### src/rtl/api_sched.sv
// Hash-chain work scheduler: round-robins enabled chains, streams work
// words out over the PHY link and tags returned nonce blocks into the RX FIFO.
module api_sched #(
  parameter int API_NUM        = 10,
  parameter int RX_FIFO_DEPTH  = 512,
  parameter int RX_BLOCK_LEN   = 11,
  parameter int WORK_LEN       = 23,
  parameter int MAX_CHIP_IN_CH = 5
) (
  input  logic                           clk,
  input  logic                           rst,
  input  logic                           reg_rst,
  input  logic [API_NUM-1:0]             reg_ch_en,
  input  logic [7:0]                     reg_word_num,
  input  logic [27:0]                    reg_timeout,
  input  logic                           tx_fifo_empty,
  output logic                           tx_fifo_rd_en,
  input  logic [31:0]                    tx_fifo_dout,
  output logic                           rx_fifo_wr_en,
  output logic [31:0]                    rx_fifo_din,
  input  logic [$clog2(RX_FIFO_DEPTH):0] rx_fifo_data_count,
  output logic                           phy_mosi_vld,
  output logic [31:0]                    phy_mosi_dat,
  input  logic                           phy_miso_vld,
  input  logic [31:0]                    phy_miso_dat,
  output logic                           phy_miso,
  output logic [API_NUM-1:0]             load,
  input  logic [API_NUM-1:0]             miso,
  output logic [4:0]                     chain_id,
  output logic                           nonce_hit,
  output logic [4:0]                     nonce_id,
  output logic [2:0]                     reg_state,
  output logic                           timeout_busy
);

  localparam int BW = $clog2(WORK_LEN);
  localparam int IW = (API_NUM > 2) ? $clog2(API_NUM) : 1;
  localparam int SPACE_LIM = RX_FIFO_DEPTH - RX_BLOCK_LEN * MAX_CHIP_IN_CH;

  typedef enum logic [1:0] {
    S_WAIT = 2'd0,
    S_SEL  = 2'd1,
    S_WORK = 2'd2,
    S_NOP  = 2'd3
  } state_t;

  state_t r_state, w_next;

  logic [API_NUM-1:0] r_load;
  logic [API_NUM-1:0] w_load_sel;
  logic [API_NUM-1:0] w_load_rot;
  logic [7:0]         r_word_cnt;
  logic [BW-1:0]      r_blk_cnt;
  logic [27:0]        r_timer;
  logic [3:0]         r_nop_cnt;
  logic               r_mosi_vld;
  logic               r_nonce_hit;
  logic [4:0]         r_nonce_id;
  logic [4:0]         w_chain_id;
  logic [5:0]         w_idx;
  logic               w_srst;
  logic               w_start;
  logic               w_work;
  logic               w_acc;
  logic               w_wr;
  logic               w_more;
  logic               w_hit;

  assign w_srst  = rst | reg_rst;
  assign w_work  = (r_state == S_WORK);
  assign w_acc   = phy_miso_vld & w_work;
  assign w_wr    = w_acc & (r_blk_cnt < BW'(RX_BLOCK_LEN));
  assign w_more  = ({1'b0, r_word_cnt} + 9'd1) < {1'b0, reg_word_num};
  assign w_hit   = w_wr & (r_blk_cnt == BW'(RX_BLOCK_LEN - 2))
                 & (phy_miso_dat == 32'hbeafbeaf);
  assign w_start = (r_timer == '0) & ~tx_fifo_empty
                 & (|reg_ch_en) & (|reg_word_num)
                 & (int'(rx_fifo_data_count) <= SPACE_LIM);

  always_comb begin
    w_chain_id = '0;
    for (int i = 0; i < API_NUM; i++)
      if (!r_load[i]) w_chain_id = 5'(i);
  end

  // Descending offset scan: the last hit wins, i.e. the nearest enabled chain.
  always_comb begin
    w_load_sel = r_load;
    w_load_rot = r_load;
    w_idx      = '0;
    for (int k = API_NUM - 1; k >= 0; k--) begin
      w_idx = {1'b0, w_chain_id} + 6'(k);
      if (w_idx >= 6'(API_NUM)) w_idx = w_idx - 6'(API_NUM);
      if (reg_ch_en[w_idx[IW-1:0]]) begin
        w_load_sel = ~(API_NUM'(1) << w_idx);
        if (k != 0) w_load_rot = ~(API_NUM'(1) << w_idx);
      end
    end
    if (reg_ch_en[w_chain_id[IW-1:0]]) w_load_sel = r_load;
  end

  always_ff @(posedge clk) begin
    if (w_srst) r_state <= S_WAIT;
    else        r_state <= w_next;
  end

  always_comb begin
    w_next = r_state;
    unique case (r_state)
      S_WAIT: if (w_start) w_next = S_SEL;
      S_SEL:  w_next = S_WORK;
      S_WORK: if (r_word_cnt == reg_word_num) w_next = S_NOP;
      S_NOP:  if (r_nop_cnt == 4'd14) w_next = S_WAIT;
      default: w_next = S_WAIT;
    endcase
  end

  always_ff @(posedge clk) begin
    if (w_srst) begin
      r_load      <= {API_NUM{1'b1}} ^ API_NUM'(1);
      r_word_cnt  <= '0;
      r_blk_cnt   <= '0;
      r_timer     <= '0;
      r_nop_cnt   <= '0;
      r_mosi_vld  <= 1'b0;
      r_nonce_hit <= 1'b0;
      r_nonce_id  <= '0;
    end else begin
      r_mosi_vld  <= 1'b0;
      r_nonce_hit <= w_hit;
      if (w_hit) r_nonce_id <= w_chain_id;
      if (r_timer != '0) r_timer <= r_timer - 28'd1;
      unique case (r_state)
        S_SEL: begin
          r_load     <= w_load_sel;
          r_word_cnt <= '0;
          r_blk_cnt  <= '0;
          r_timer    <= reg_timeout;
          r_mosi_vld <= 1'b1;
        end
        S_WORK: begin
          r_nop_cnt <= '0;
          if (w_acc) begin
            r_word_cnt <= r_word_cnt + 8'd1;
            r_blk_cnt  <= (r_blk_cnt == BW'(WORK_LEN - 1)) ? '0
                        : r_blk_cnt + BW'(1);
            r_mosi_vld <= w_more;
          end
        end
        S_NOP: begin
          r_nop_cnt <= r_nop_cnt + 4'd1;
          if (r_nop_cnt == 4'd14) r_load <= w_load_rot;
        end
        default: ;
      endcase
    end
  end

  always_comb begin
    tx_fifo_rd_en = r_mosi_vld & w_work;
    phy_mosi_vld  = r_mosi_vld;
    phy_mosi_dat  = tx_fifo_dout;
    rx_fifo_wr_en = w_wr;
    rx_fifo_din   = phy_miso_dat;
    if (r_blk_cnt == BW'(RX_BLOCK_LEN - 1))
      rx_fifo_din = {phy_miso_dat[31:16], 8'h12, 3'b000, w_chain_id};
    phy_miso      = &(miso | r_load);
    load          = r_load;
    chain_id      = w_chain_id;
    nonce_hit     = r_nonce_hit;
    nonce_id      = r_nonce_id;
    reg_state     = {1'b0, r_state};
    timeout_busy  = (r_timer != '0);
  end

endmodule

### config.mk
export PLATFORM = sky130hd
export DESIGN_NAME = api_sched
export DESIGN_NICKNAME = d
export VERILOG_FILES = /design/src/rtl/api_sched.sv
export SDC_FILE = /design/constraint.sdc
export NUM_CORES = 1
export LEC_CHECK = 0
export BUFFER_PORTS_ARGS = -buffer_cell sky130_fd_sc_hd__buf_2
export CORE_ASPECT_RATIO = 2
export CORE_MARGIN = 3
export CORE_UTILIZATION = 40
export DETAILED_ROUTE_END_ITERATION = 12
export GPL_TIMING_DRIVEN = 0
export PLACE_DENSITY = 0.62
export SLEW_MARGIN = 25
export SYNTH_ARGS = -nofsm -noshare
export SYNTH_HDL_FRONTEND = slang
export SYNTH_SLANG_ARGS = --single-unit
### constraint.sdc
create_clock -name clk -period 5.39 [get_ports clk]
set_clock_uncertainty 0.15 [all_clocks]
set_input_delay 0.2695 -clock clk [delete_from_list [all_inputs] [get_ports clk]]
set_output_delay 0.2695 -clock clk [all_outputs]
set_load 0.05 [all_outputs]
==> results by group <==
STA
  • Min Tclk post-route: 5.37 ns
  • Final slew viol count: 0
  • Fin. Hold Viols: 0
  • Slew margin rel.: 26.8%
  • Worst slew pin tran: 1.09 ns
  • Final worst-path cycle share: 99.7%
  • Fmax: 186 MHz
  • Final setup violation count: 0
  • RSZ-0062 raised after global routing: yes

Clock network
  • Deepest clock path buffer count: 2
  • Clk sinks: 63
  • Clk root buf: clkbuf_16
  • CTS clk-pin slew, worst paths: 0.06 ns
  • CTS tree: built
  • Clk_lat worst skew: 0.34 ns
  • Hold buffers post-CTS: 0
  • H-tree depth: 3
  • Clock buffer count from CTS: 9

Outcome
  • Outcome: finished, final reports clean

Place
  • HPWL after detailed placement: 38900 um
  • Final Wtd Congestion: 1.07
  • Placed cell count: 1801
  • PortBufs: 191

Global routing
  • Total global-route track usage: 37.7%
  • First-pass GRT wire length: 72200 um
  • Vias in the first global route: 11700
  • Initial antenna violation count: 2
  • Congestion Overflow GR: 0
  • Largest net degree at the start of global routing: 17

Synth
  • Mapped cell area: 9440 um2
  • Syn Area/Cell: 7.10 um2
  • Yosys cell types: 119
  • Cells after Synth: 1328
  • Number of flops mapped to enable cells by yosys: 0
  • Synth Register Bits: 63
  • Async SR Flop Fraction: 0%
  • Synth Flop Type: dfxtp_1
  • Seq/Total Area, Yosys: 13.4%
  • Synth warnings: 0

Routing
  • Wire length per cell: 26.7 um
  • Post-route met1 wirelength: 15400 um
  • WL met2: 24800 um
  • DR iter-0 viols: 1109
  • Detail Route Antenna Nets: 0
  • Final WL: 49100 um
  • First-pass detailed-route iteration total: 6
  • Via density: 6.48
  • Vias: 11900
  • DRC: 0
  • Routed wl met3: 3270 um
  • DR top layer: met4

Floorplanning
  • Core area: 22900 um2
  • Die Span Y: 223 um
  • FP Rows: 78
  • Starting Density: 41.1%
  • Die Wd: 115 um
  • Die ar.: 25600 um2
  • Num ports: 228

Critical path
  • Reg2reg setup slack: 0.02 ns
  • R2R Path Start: load[8]
  • Crit path kind: reg2reg
  • R2r worst-path depth: 23
  • Worst path required time: 5.47 ns
  • CP Max Fanout: 13
  • Critical Path Sink Type: register
  • Reg2reg end: load[9]
  • Critical Path AT: 5.45 ns
  • CP Launch Type: register

Final layout
  • Share of layout cells above drive strength 1: 29.6%
  • Final core occ: 51.5%
  • Post-Layout Cell Count: 1841
  • Final #Nets: 1734
  • Area growth, synth to finish: 25.2%

Power and ir drop
  • Power per cell area: 408 nW/um2
  • Sequential share of power: 13.8%
  • Psw: 2.50 mW
  • Clock power frac: 13.4%
  • Switching Share: 51.8%
  • Internal power: 2.32 mW
  • LEAKAGE: 4.85 nW
  • Gate power share: 72.8%
  • Worst IR Drop VDD: 453 uV

Worst hold path
  • Hold_sp: reg_timeout[8]
  • Worst hold stages: 3
  • WHS Endpoint: r_timer[8]
  • Worst Hold Class: in2reg

Job
  • Max-cap violation count: 0
cells by family (layout without fill, tap and decap cells):
logic type      Yosys count  count (layout)  share of synthesized area [%]
simple gates            551             551                           30.4
compound gates          405             405                           31.4
buf+inv                 183             413                           10.4
flops                    63              63                           13.4
xor+xnor                 46              46                           4.27
fa+ha+maj                44              44                           5.83
mux                      35              35                           4.23
other cells               1               4                         0.0397
through the flow:
stage	hold WS (ns)	power, mW	instance area [um2]	setup slack (ns)	TNS, ns
2_1_floorplan	0.262	3.02	9470	0.0438	0
3_3_place_gp	0.316	3.83	10800	-1.75	-16.24
5_1_grt	0.0212	5.17	11800	-0.0349	-0.0533
6_report	0.00708	4.82	11800	0.0156	0
3_5_place_dp	0.327	3.84	10800	-1.73	-16.01
4_1_cts	0.000363	4.60	11400	0.00421	0
synthesized netlist by cell type, types with 8 or more instances:
cell type	count	area, um2
ha_1	44	551
a22oi_1	8	60.1
a21oi_1	99	495
inv_1	36	135
nand4_1	26	163
a211oi_1	11	82.6
and2_1	19	119
buf_2	22	110
nand2b_1	13	81.3
nand4b_1	11	96.3
nand3_1	44	220
mux2i_1	25	250
o31ai_1	18	135
or3_1	15	93.8
and3_1	16	100
dfxtp_1	63	1260
nor4_1	18	113
or4_1	8	60.1
nor2b_1	17	106
nand2_1	106	398
a31oi_1	27	169
nand3b_1	8	60.1
a2111oi_0	9	78.8
o21ai_0	54	270
clkbuf_1	52	195
nor2_1	150	563
xor2_1	12	105
o22ai_1	12	75.1
o21ai_1	11	55.1
xnor2_1	34	298
a21o_1	15	113
o2111ai_1	9	78.8
buf_4	60	450
nor3_1	54	270
o21a_1	11	82.6
o211ai_1	12	90.1
registers in the layout, summed over array words and instances, names as in the netlist:
signal / flops
load: 10
nonce_hit: 1
nonce_id: 4
phy_mosi_vld: 1
r_blk_cnt: 5
r_nop_cnt: 4
r_state: 2
r_timer: 28
r_word_cnt: 8
power by group through the flow:
stage / sequential (mW) / clock (mW) / combinational, mW
after floorplan: 0.655 / 0 / 2.36
after global routing: 0.682 / 0.670 / 3.81
after detailed placement: 0.672 / 0 / 3.17
after global placement: 0.668 / 0 / 3.17
after CTS: 0.663 / 0.655 / 3.28
final: 0.665 / 0.646 / 3.51
cell usage in the layout, fill, tap and decap left out, drive strengths merged, types with 9 or more instances in the layout:
master / count
a211oi: 13
inv: 37
nor4: 19
dfxtp: 63
nand2b: 14
mux2i: 27
o22ai: 14
nor2: 153
nand2: 107
a21o: 15
and3: 16
a21oi: 104
o21ai: 66
nand4: 26
nand3: 44
o2111ai: 9
o21a: 11
nor2b: 17
and2: 20
xnor2: 34
or4: 9
a31oi: 28
buf: 303
o31ai: 18
a2111oi: 14
nor3: 60
ha: 44
clkbuf: 65
or3: 17
xor2: 12
o211ai: 12
nand4b: 11
a221oi: 11
critical path, cell delays in order, from the launching register on:
cell        delay, ns
dfxtp_2          0.34
buf_4            0.19
nand3_1          0.16
a21oi_4          0.07
nor3_4           0.24
inv_2            0.09
buf_6            0.17
buf_8            0.17
clkbuf_16        0.19
ha_4             0.31
clkbuf_8         0.18
clkinvlp_4       0.14
buf_8            0.18
clkbuf_8         0.20
ha_4             0.24
o22ai_4          0.28
mux2_4           0.36
a221o_2          0.42
buf_4            0.15
buf_6            0.13
and4_1           0.19
nor4_1           0.28
o41ai_1          0.13
a21oi_2          0.27
per-layer routing:
| metal | vias to the layer above | global-route usage, % |
|---|---|---|
| met5 | - | 0 |
| met4 | 0 | 34.9 |
| met3 | 298 | 8.47 |
| met2 | 692 | 65.8 |
| met1 | 5548 | 35.0 |
| li1 | 5391 | - |
worst max-delay path by stage:
stage                     cells past startpoint      end  slack [ns]  startpoint
after floorplan                              21  load[3]        0.04     load[1]
after global placement                       21  load[2]       -1.75     load[9]
after detailed placement                     23  load[2]       -1.73     load[6]
after CTS                                    19  load[1]       0.004     load[8]
after global routing                         20  load[6]       -0.03     load[8]
final                                        23  load[9]        0.02     load[8]
what timing repair did:
item | CTS | global route
resized for setup | 60 | 62
setup endpoints to repair | 10 | 10
setup buffers | 15 | 9
pin swaps | 10 | 12
cloned | 0 | 0
cell type report:
cell class	count	area [um2]
Inverter	42	176
Multi-Input combinational cell	1084	7600
Sequential cell	63	1270
Buffer	138	930
Antenna cell	1	2.50
Clock buffer	13	260
Tap cell	280	350
Timing Repair Buffer	217	1160
Fill cell	2423	11100
Clock inverter	3	65.1
Note: power is estimated with default switching activity, not from simulation.
